[src/rtl/tdm_demux4.sv]
// tdm_demux4: receive side of a 4-slot TDM link.
// Takes one W-bit slot per valid beat, aligns on the slot-0 sync marker and
// publishes a complete frame as one parallel word. It also reports per-slot
// strobes, lock state and sync protocol errors. All outputs are registered.
module tdm_demux4 #(
   parameter int W = 4
) (
   input  logic           clk,
   input  logic           rst_n,
   input  logic [W-1:0]   din,
   input  logic           din_valid,
   input  logic           sync,
   output logic [4*W-1:0] Y,
   output logic           frame_valid,
   output logic [3:0]     ch_valid,
   output logic [1:0]     slot,
   output logic           locked,
   output logic           sync_err
);

   typedef enum logic {
      HUNT   = 1'b0,
      LOCKED = 1'b1
   } state_t;

   state_t         state_q;
   logic [1:0]     slot_q;
   logic [4*W-1:0] y_q;
   logic           frame_valid_q;
   logic [3:0]     ch_valid_q;
   logic           locked_q;
   logic           sync_err_q;

   // Shadow storage for slots 0..2. Slot 3 goes straight from din into Y.
   logic [W-1:0]   shadow_q [3];

   // Qualified beat decodes.
   logic           accept0;    // any valid sync beat is taken as slot 0
   logic           in_locked;
   logic [2:0]     shadow_we;  // per-shadow write enable
   logic           take3;      // last slot: publish the frame
   logic           miss_sync;  // slot 0 expected but no sync seen
   logic           early_sync; // sync arrived before the frame was complete

   // Decode what the current beat does, based on state and slot position.
   always_comb begin
      in_locked    = (state_q == LOCKED);
      accept0      = din_valid && sync;
      shadow_we[0] = accept0;
      shadow_we[1] = din_valid && !sync && in_locked && (slot_q == 2'd1);
      shadow_we[2] = din_valid && !sync && in_locked && (slot_q == 2'd2);
      take3        = din_valid && !sync && in_locked && (slot_q == 2'd3);
      miss_sync    = din_valid && !sync && in_locked && (slot_q == 2'd0);
      early_sync   = accept0 && in_locked && (slot_q != 2'd0);
   end

   // One shadow register per buffered slot. They are never cleared between
   // frames because each slot is always rewritten before Y consumes it.
   for (genvar gi = 0; gi < 3; gi++) begin : g_shadow
      // Capture din into this slot's shadow when the slot is accepted.
      always_ff @(posedge clk or negedge rst_n) begin
         if (!rst_n) begin
            shadow_q[gi] <= '0;
         end else if (shadow_we[gi]) begin
            shadow_q[gi] <= din;
         end
      end
   end

   // Framing FSM: lock tracking, slot counter, strobes, and frame publication.
   always_ff @(posedge clk or negedge rst_n) begin
      if (!rst_n) begin
         state_q       <= HUNT;
         slot_q        <= 2'd0;
         y_q           <= '0;
         frame_valid_q <= 1'b0;
         ch_valid_q    <= 4'b0000;
         locked_q      <= 1'b0;
         sync_err_q    <= 1'b0;
      end else begin
         // Pulses last one cycle. An idle cycle only clears them.
         frame_valid_q <= 1'b0;
         ch_valid_q    <= 4'b0000;
         sync_err_q    <= early_sync || miss_sync;
         if (din_valid) begin
            if (accept0) begin
               // Slot-0 entry, realignment after an early sync, or a normal start.
               state_q    <= LOCKED;
               locked_q   <= 1'b1;
               slot_q     <= 2'd1;
               ch_valid_q <= 4'b0001;
            end else begin
               case (state_q)
                  HUNT: begin
                     // Unsynchronised beats are dropped while hunting.
                  end
                  LOCKED: begin
                     if (miss_sync) begin
                        state_q  <= HUNT;
                        locked_q <= 1'b0;
                        slot_q   <= 2'd0;
                     end else begin
                        ch_valid_q <= 4'b0001 << slot_q;
                        slot_q     <= slot_q + 2'd1;
                        if (take3) begin
                           y_q           <= {din, shadow_q[2], shadow_q[1], shadow_q[0]};
                           frame_valid_q <= 1'b1;
                        end
                     end
                  end
                  default: begin
                     state_q  <= HUNT;
                     locked_q <= 1'b0;
                     slot_q   <= 2'd0;
                  end
               endcase
            end
         end
      end
   end

   assign Y           = y_q;
   assign frame_valid = frame_valid_q;
   assign ch_valid    = ch_valid_q;
   assign slot        = slot_q;
   assign locked      = locked_q;
   assign sync_err    = sync_err_q;

endmodule

[config.mk]
export PLATFORM = sky130hd
export DESIGN_NAME = tdm_demux4
export DESIGN_NICKNAME = d
export VERILOG_FILES = /design/src/rtl/tdm_demux4.sv
export SDC_FILE = /design/constraint.sdc
export NUM_CORES = 1
export LEC_CHECK = 0
export CORE_ASPECT_RATIO = 1.2
export CORE_MARGIN = 2
export CORE_UTILIZATION = 30
export CTS_BUF_LIST = sky130_fd_sc_hd__clkbuf_8
export DETAILED_ROUTE_END_ITERATION = 8
export PLACE_DENSITY = 0.61
export SETUP_SLACK_MARGIN = 0.1
export SYNTH_ARGS = -nofsm -noshare
export SYNTH_HDL_FRONTEND = slang
export SYNTH_SLANG_ARGS = --single-unit
[constraint.sdc]
create_clock -name clk -period 5.05 [get_ports clk]
set_clock_uncertainty 0.15 [all_clocks]
set_input_delay 1.01 -clock clk [delete_from_list [all_inputs] [get_ports clk]]
set_output_delay 1.01 -clock clk [all_outputs]
set_load 0.05 [all_outputs]
---- Word-level counts from Yosys, hierarchy flattened ----
Index checks and enable logic that the tools add are counted.
word-level totals
  bits of input ports ..................... 8
  output and inout port bits .............. 25
  flip-flop bits (word level) ............. 38
cells by class
  shifts and indexed selects .............. 1
  add/subtract/negate cells ............... 1
  equality and inequality tests ........... 3
  reduce and logical (&&, ||, !) cells .... 18
  mux-type cells .......................... 18
  bitwise gates (word level) .............. 2
operators by type and width
  operator                                          count
  two-way mux 4 bit                                 4
  two-way mux 1 bit                                 11
  logical AND 1 bit                                 9
  two-way mux 2 bit                                 3
  nonzero test 2 bit                                3
  AND reduction 5 bit                               1
  == test 2 bit (second input constant)             2
  << shifter 1 x 2 -> 4 bit (first input constant)  1
  AND reduction 3 bit                               1
  adder 2 x 1 -> 2 bit (second input constant)      1
  == test 2 x 1 -> 1 bit (second input constant)    1
  zero test 2 bit                                   1
  inverter 1 bit                                    2
  AND reduction 2 bit                               1
  zero test 1 bit                                   1
  logical OR 1 bit                                  1

---- Logic depth before layout (Yosys ltp) ----
  depth in word-level cells ............... 9
  gate-level depth with buffers ........... 6
  mapped depth without buffers ............ 5

---- Worst setup path before layout ----
No wires, ideal clock.
  path type ............................... in2reg
  start point ............................. in sync
  end point ............................... reg y_q[15], in the netlist Y[15]
  buffers on the path ..................... 2
  data required time ...................... 4.775 ns
  slack ................................... 2.758 ns
  stages .................................. 5
  arrival time ............................ 2.017 ns
  cells stage by stage .................... and3b_4 -> and3b_1 -> buf_6 -> buf_12 -> mux2_4
between the ends
  cells in the longest elaborated chain, start to end .. 6
  elaborated cells between the ends (all ways) .. 9
  classes of those cells .................. 2 x bitwise; 7 x reduce/logical
ends and longest elaborated chain
  item                               line    text
  start, declared                    12      input logic sync,
  zero test 1 bit                    52, 53
  logical AND 1 bit (2 in a row)     52, 53
  logical AND 1 bit                  53      miss_sync = din_valid && !sync && in_locked && (slot_q == 2'd0);
  inverter 1 bit (no line)           n/a
  AND reduction 5 bit (no line) (*)  n/a
  end signal, assigned               106     y_q <= {din, shadow_q[2], shadow_q[1], shadow_q[0]};
  end, declared                      28      logic [4*W-1:0] y_q;
Every way passes the cells marked *; elsewhere a longest branch is shown, timed or not.
A chain may end at the register's enable or synchronous reset.

---- Worst setup path in the final report ----
  start point ............................. in sync
  end point ............................... reg y_q[0], in the netlist Y[0]
Same word-level chain as after synthesis.

==> results by group <==
STA
  – Crit share post-route: 61.6%
  – Slew headroom: 37.0%
  – Endpoints failing setup: 0
  – Setup_tns: 0 ns
  – Worst-margin pin slew: 0.945 ns
  – Max Freq: between 0.3 and 0.4 GHz
  – RSZ-0062 raised after global routing: false
  – Fin. max-slew vios: 0
  – Minimum clock period after layout: 3.11 ns
  – Fin. Hold Viols: 0

Min path
  – Worst Hold Class: register to register

Detailed routing
  – Number of remaining DRC errors: 0
  – Via-to-Cell Ratio: 4.48
  – Drt pass-1 iters: 3
  – Post-route ant nets: 0
  – Final wirelength: 2890 um
  – Initial drt markers: 20
  – DR vias: about 880
  – Routed WL per cell: approximately 15 um

Logic synthesis
  – #FFs+latches synth: 38
  – Yosys cell types: 19
  – Synth warn: 0
  – Syn_nets: around 110
  – Cells after synthesis: 99
  – Mapped Avg Cell Area: 15.5 um^2
  – Seq/Total Area, Yosys: 61.9%
  – Netlist Area Pre-Place: 1540 um^2

Setup path
  – Critical Path Source Type: input pin
  – WP data required: 5.07 ns
  – Crit Path Max Fanout: 17
  – Arr. time, crit path: approximately 3.1 ns
  – Worst Setup Path Type: input pin to register
  – CP endpoint kind: register

Clocking
  – Setup bufs post-CTS: 0
  – CTS Buf Count: 5
  – # hold bufs at CTS: 0
  – CTS Buffer Depth: 2
  – Clk slew on worst S/H paths: ~0.07 ns
  – CTS sink cnt: 38
  – CTS tree: built
  – Root buffer cell: clkbuf_8
  – Clk Latency, worst-skew pair: 0.28 ns
  – Post-CTS Resized: 0
  – Htree depth: 2

Finish
  – Area grow syn2layout: 29.3%
  – Layout cells sized above 1: 28.5%
  – Final nets: 149
  – Layout fillers: 455
  – Diodes inserted: 0

Die
  – IO Pins: 33
  – Die Y: 82.4 um
  – Cell Rows: 28
  – Die ar.: 5710 um^2
  – Core Region: just under 5000 um^2
  – Starting Density: 31.1%
  – Die Wd: approximately 69 um

Pwr
  – Power per cell area: 589 nW/um^2
  – Power, Total: 1.17 mW
  – Lkg Pwr: 0.924 nW
  – Peak supply drop: 0.283 mV

Placed design
  – Routability cong.: 0.740
  – DP HPWL: 1940 um
  – Port Buffer Count: 32

Job
  – Max cap viols: 0

GRT
  – Antenna violations before repair: 0
  – GRT Total Usage: between 10% and 20%
  – Global route overflow: 0
  – First-pass GRT wire length: 4730 um
  – Largest net degree at the start of global routing: 39
  – Vias in the first global route: 929

Run status
  – Status: finished, final reports clean
[cells in the mapped netlist]
| cell | n | area, um^2 |
|---|---|---|
| dfrtp_1 | 38 | 951 |
| mux2_2 | 19 | 214 |
| mux2_4 | 9 | 135 |
| nand2_1 | 9 | 33.8 |
| ha_1 | 5 | 62.6 |
| inv_1 | 4 | 15.0 |
| and2_2 | 2 | 15.0 |
| nand3_1 | 2 | 10.0 |
| a21o_1 | 1 | 7.51 |
| and3b_1 | 1 | 8.76 |
| and3b_4 | 1 | 12.5 |
| buf_12 | 1 | 20.0 |
| buf_6 | 1 | 11.3 |
| nor2_1 | 1 | 3.75 |
| nor3b_1 | 1 | 7.51 |
| o21a_1 | 1 | 7.51 |
| o21ai_0 | 1 | 5.00 |
| o22ai_1 | 1 | 6.26 |
| xnor2_1 | 1 | 8.76 |
[state kept, by name, indices dropped and copies added, names as in the netlist]
name / count
locked: 1
Y: 16
sync_err: 1
shadow_q: 12
slot: 2
in_locked: 1
frame_valid: 1
ch_valid: 4
[metal layers]
metal  GRT usage, %  vias up  wire length, um
met5              0        -                0
met3           2.79        5              103
li1               -      409                -
met2           17.9       19             1430
met4           7.06        0               64
met1           13.1      450             1290
[placed cells by master (no fill, tap or decap)]
master / count
clkbuf_8: 6
o21a_1: 1
a21o_1: 1
nor3b_1: 1
nand2_1: 9
nor2_1: 1
dfrtp_1: 38
clkinv_2: 1
and2_2: 2
xnor2_1: 1
inv_1: 5
clkdlybuf4s50_1: 31
ha_1: 5
o22ai_1: 1
mux2_2: 19
buf_2: 1
nand3_1: 2
o21ai_0: 1
and3b_4: 1
mux2_4: 9
and3b_1: 1
[report_power, final]
part,total (mW),leakage [nW],switching (mW),internal [mW]
combinational,0.498,0.387,0.294,0.204
clock,0.209,0.0524,0.101,0.108
sequential,0.463,0.484,0.0616,0.402
[metrics by stage]
stage | utilization (%) | instance area (um^2) | worst slack [ns] | cells | hold WS, ns
after global placement | 38.3 | 1890 | 1.75 | 189 | 0.321
after global routing | 40.2 | 1990 | 1.85 | 197 | 0.371
after CTS | 40.2 | 1990 | 1.97 | 197 | 0.360
after detailed placement | 38.3 | 1890 | 1.65 | 189 | 0.335
final | 40.2 | 1990 | 1.94 | 197 | 0.349
after floorplan | - | 1540 | 2.76 | 99 | 0.324
[layout make-up]
| class | instances | area, um^2 | area share [%] |
|---|---|---|---|
| clock inverters | 2 | 8.76 | 0.441 |
| clock buffers | 6 | 82.6 | 4.16 |
| repair buffers | 32 | 315 | 15.9 |
| inverters | 4 | 15.0 | 0.756 |
| flip-flops and latches | 38 | 951 | 47.9 |
| multi-input cells | 55 | 538 | 27.1 |
| well taps | 60 | 75.1 | 3.78 |
[final timing paths]
path,startpoint,end,slack (ns),depth (start not counted)
max in group asynchronous,rst_n,shadow_q[11],3.55,1
worst max register to register,slot[0],Y[0],2.63,4
worst max-delay path,sync,Y[0],1.94,4
min in group asynchronous,rst_n,Y[2],0.67,1
worst min register to register,shadow_q[11],Y[3],0.35,1
worst min-delay path,shadow_q[11],Y[3],0.35,1
[worst max-delay path, cell delays in order]
cell,delay [ns]
clkdlybuf4s50_1,0.52
and3b_4,0.38
and3b_1,0.79
mux2_2,0.42
[logic make-up (layout without fill, tap and decap cells)]
| family | Yosys count | count (layout) | share of synthesized area (%) |
|---|---|---|---|
| adder cells (fa/ha/maj) | 5 | 5 | 4.07 |
| AND/OR/NAND/NOR | 17 | 17 | 5.95 |
| multiplexers | 28 | 28 | 22.7 |
| AO/OA/AOI/OAI | 4 | 4 | 1.71 |
| XOR/XNOR | 1 | 1 | 0.571 |
| flip-flops | 38 | 38 | 61.9 |
| buffers and inverters | 6 | 44 | 3.02 |
No activity file was read; power rests on OpenSTA's default activity.
==> RTL edit 1: new RTL, config.mk and constraints unchanged <==
`W`: 4 -> 6.
--- a/src/rtl/tdm_demux4.sv
+++ b/src/rtl/tdm_demux4.sv
@@ -5,3 +5,3 @@
 module tdm_demux4 #(
-   parameter int W = 4
+   parameter int W = 6
 ) (
Interface: changed (resized Y and din); port bits go from 33 to 43. The function was not compared with the original's and may differ.
==> RTL edit 1 against the original RTL <==
Sequential cell count up 14; die area up 34%; highest routed layer unchanged; synthesized area rose by 36%; power is 32% higher; largest power group unchanged; design area rose by 35%; routed wire length grew 28%; sequential power increased by 37%; setup slack improved by 0.33 ns.
==> RTL edit 1: results (changes against the original RTL) <==
{| class="wikitable"
! Metric !! Value
|-
| Met1 Resource Use GR || 14.0% (was 13.1%)
|-
| Met3 wire length || 217 microns (was 103 microns)
|-
| Global Route met2 Usage || 16.2% (was 17.9%)
|-
| Worst hold margin || 0.344 ns (was 0.349 ns)
|-
| Mean routed wirelength per cell || 14.0 microns (was 14.7 microns)
|-
| Final net count || 191 (was 149)
|-
| Worst IR drop on VDD || 327 uV (was 283 uV)
|-
| Met2 routed WL || 1.76 mm (was 1.43 mm)
|-
| Portion of the post-synthesis area used by sequential elements || 62.4% (was 61.9%)
|-
| Final weighted congestion in routability-driven placement || 0.671 (was 0.740)
|-
| Worst Reg2Reg Path Length in Cells || 5 (was 4)
|-
| Fraction of layout cells with a size suffix above 1 || 29.4% (was 28.5%)
|-
| Relative slew slack || 57.7% (was 37.0%)
|-
| Last element of the critical path || Y[4] (was Y[0])
|-
| Total wirelength of the detailed-routed design || 3.70 mm (was 2.89 mm)
|-
| Via count || 1,121 (was 883)
|-
| Largest net degree at the start of global routing || 53 (was 39)
|-
| Main area contributors after synthesis || sky130_fd_sc_hd__dfrtp_1 (62%), sky130_fd_sc_hd__mux2_4 (14%), sky130_fd_sc_hd__mux2_2 (12%), sky130_fd_sc_hd__ha_1 (3.0%), sky130_fd_sc_hd__nand2_1 (1.6%) (was sky130_fd_sc_hd__dfrtp_1 (62%), sky130_fd_sc_hd__mux2_2 (14%), sky130_fd_sc_hd__mux2_4 (8.8%), sky130_fd_sc_hd__ha_1 (4.1%), sky130_fd_sc_hd__nand2_1 (2.2%))
|-
| Insertion delay of the later-clocked pin in the worst-skew pair || 0.30 ns (was 0.28 ns)
|-
| Number of instances on the worst hold path || 2 (was 1)
|-
| Internal cell power || 948 uW (was 714 uW)
|-
| Hold endpoint || locked (was Y[3])
|-
| FILL cells || 655 (was 455)
|-
| GR Layer Usage met3 || 3.98% (was 2.79%)
|-
| Capture instance of the worst register-to-register path || Y[4] (was Y[0])
|-
| Standard cell area after detailed placement || 2590 sq um (was 1890 sq um)
|-
| Data arrival, critical path || 2.81 ns (was 3.13 ns)
|-
| Quantity of I/O buffers inserted on ports || 42 (was 32)
|-
| Compound-Gate Fraction of Synth Area || 1.26% (was 1.71%)
|-
| Adder and majority gate portion of the synthesized area || 3.00% (was 4.07%)
|-
| Net count after synthesis || 144 (was 112)
|-
| GRT Util Overall || 10.7% (was 11.0%)
|-
| Critical path startpoint || din_valid (was sync)
|-
| Outcome || finished, final reports clean (unchanged)
|-
| Worst slack after detailed placement || 1.97 ns (was 1.65 ns)
|-
| Cell count after placement || 256 (was 189)
|-
| Via count of the first global-routing pass || 1,181 (was 929)
|-
| Number of cells produced by synthesis || 129 (was 99)
|-
| Synth Area in XOR/XNOR || 0.420% (was 0.570%)
|}
[RTL edit 1: final cells by class]
| class | instances | area (sq um) | share of cell area, % |
|---|---|---|---|
| clock buffer | 6 | 82.6 | 3.09 |
| clock inverter | 2 | 7.51 | 0.281 |
| inverter | 4 | 15.0 | 0.561 |
| multi-input combinational | 69 | 731 | 27.3 |
| sequential | 52 | 1300 | 48.6 |
| tap | 87 | 109 | 4.07 |
| timing repair buffer | 44 | 430 | 16.1 |
[RTL edit 1: power by group through the flow]
stage | logic, uW | clock network, uW | registers, uW
after detailed placement | 689 | 0 | 644
final | 683 | 232 | 634
after CTS | 692 | 243 | 637
after global placement | 682 | 0 | 644
after floorplan | 204 | 0 | 904
after global routing | 721 | 261 | 652
[RTL edit 1: worst max-delay path, stage by stage]
cell and delay (ns):
sky130_fd_sc_hd__clkdlybuf4s50_1 0.59, sky130_fd_sc_hd__and3b_4 0.25, sky130_fd_sc_hd__and3b_1 0.16, sky130_fd_sc_hd__buf_4 0.39, sky130_fd_sc_hd__mux2_2 0.39
==> RTL edit 2: new RTL, same settings <==
Without the edit above. Register the output `Y` once more, cleared by the reset; this adds one clock of latency there. The other outputs are not delayed to match.
--- a/src/rtl/tdm_demux4.sv
+++ b/src/rtl/tdm_demux4.sv
@@ -121,3 +121,9 @@
 
-   assign Y           = y_q;
+   always_ff @(posedge clk or negedge rst_n) begin
+      if (!rst_n) begin
+         Y <= '0;
+      end else begin
+         Y <= y_q;
+      end
+   end
    assign frame_valid = frame_valid_q;
Behaviour: not the same (Yosys sat finds a counterexample within 10 cycles, from zero or initial values and one cycle with rst_n low).
==> RTL edit 2 against the original RTL <==
Synthesized area grew 26%; first-iteration DRC count grew 130%; fmax is 1.2% higher; routed wire length grew 4.9%; power is 22% higher; sequential cell count increased by 16; design area increased by 23%; global-route usage fell by 1.8 points; count of clock-buffer cells in the layout is 1 lower; die area rose by 25%; setup slack improved by 0.037 ns; synthesized cell count up 16%; utilization down 1.7 points; largest power group is now sequential cells; combinational power rose by 3%.
==> RTL edit 2: results (changes against the original RTL) <==
{| class="wikitable"
! Metric !! Value
|-
| Fraction of layout cells with a size suffix above 1 || 26.1% (was 28.5%)
|-
| Net count after synthesis || 128 (was 112)
|-
| Last element of the critical path || y_q[1] (was Y[0])
|-
| Leakage power || 0.00114 uW (was 0.000924 uW)
|-
| Final net count || 165 (was 149)
|-
| Worst IR drop on VDD || 251 uV (was 283 uV)
|-
| Via count of the first global-routing pass || 1,048 (was 929)
|-
| Hold endpoint || Y[6] (was Y[3])
|-
| Relative slew slack || 23.5% (was 37.0%)
|-
| Post-detailed-route via-to-cell ratio || 4.11 (was 4.48)
|-
| Iteration-0 DRC count of the detailed router || 45 (was 20)
|-
| Worst hold margin || 0.233 ns (was 0.349 ns)
|-
| Portion of the post-synthesis area used by sequential elements || 69.8% (was 61.9%)
|-
| GRT Util Overall || 9.15% (was 11.0%)
|-
| Via count || 979 (was 883)
|-
| Clock-pin slew on the worst setup and hold paths || 0.09 ns (was 0.07 ns)
|-
| Global Route met2 Usage || 15.4% (was 17.9%)
|-
| Met1 Resource Use GR || 10.9% (was 13.1%)
|-
| Met2 routed WL || 1.59 mm (was 1.43 mm)
|-
| Post-synth top cells || sky130_fd_sc_hd__dfrtp_1 (54), sky130_fd_sc_hd__mux2_2 (19), sky130_fd_sc_hd__mux2_4 (9), sky130_fd_sc_hd__nand2_1 (9), sky130_fd_sc_hd__ha_1 (5) (was sky130_fd_sc_hd__dfrtp_1 (38), sky130_fd_sc_hd__mux2_2 (19), sky130_fd_sc_hd__mux2_4 (9), sky130_fd_sc_hd__nand2_1 (9), sky130_fd_sc_hd__ha_1 (5))
|-
| Standard cell area after detailed placement || 2330 sq um (was 1890 sq um)
|-
| Final weighted congestion in routability-driven placement || 0.730 (was 0.740)
|-
| Data arrival, critical path || 3.11 ns (was 3.13 ns)
|-
| Number of instances on the worst hold path || 0 (was 1)
|-
| Worst slack after detailed placement || 1.63 ns (was 1.65 ns)
|-
| Total wirelength of the detailed-routed design || 3.03 mm (was 2.89 mm)
|-
| Flop-to-flop setup slack || 2.61 ns (was 2.63 ns)
|-
| Cell count after placement || 230 (was 189)
|-
| Wire length of the first global-routing pass || 5.03 mm (was 4.73 mm)
|-
| Largest net degree at the start of global routing || 55 (was 39)
|-
| Outcome || finished, final reports clean (unchanged)
|}
RTL edit 2: changes by cell type after synthesis:
cell and delta:
sky130_fd_sc_hd__dfrtp_1 +16
RTL edit 2: cells by family (layout without fill, tap and decap cells):
group	after synthesis	after routing	share of synthesized area (%)
flops	54	54	69.8
mux	28	28	18.0
simple gates	17	17	4.72
buf+inv	6	44	2.39
fa+ha+maj	5	5	3.23
compound gates	4	4	1.36
xor+xnor	1	1	0.453
RTL edit 2: final cells by class:
cell class | instances | area [sq um]
fill | 633 | 3890
sequential | 54 | 1350
multi-input combinational | 55 | 538
timing repair buffer | 32 | 315
tap | 85 | 106
clock buffer | 5 | 68.8
clock inverter | 3 | 40.0
inverter | 4 | 15.0
RTL edit 2: report_power, final:
group	leakage [uW]	switching, uW	total [uW]	internal [uW]
Combinational	0.000386	306	512	207
Clock	0.0000579	129	275	146
Sequential	0.000696	72.4	645	573
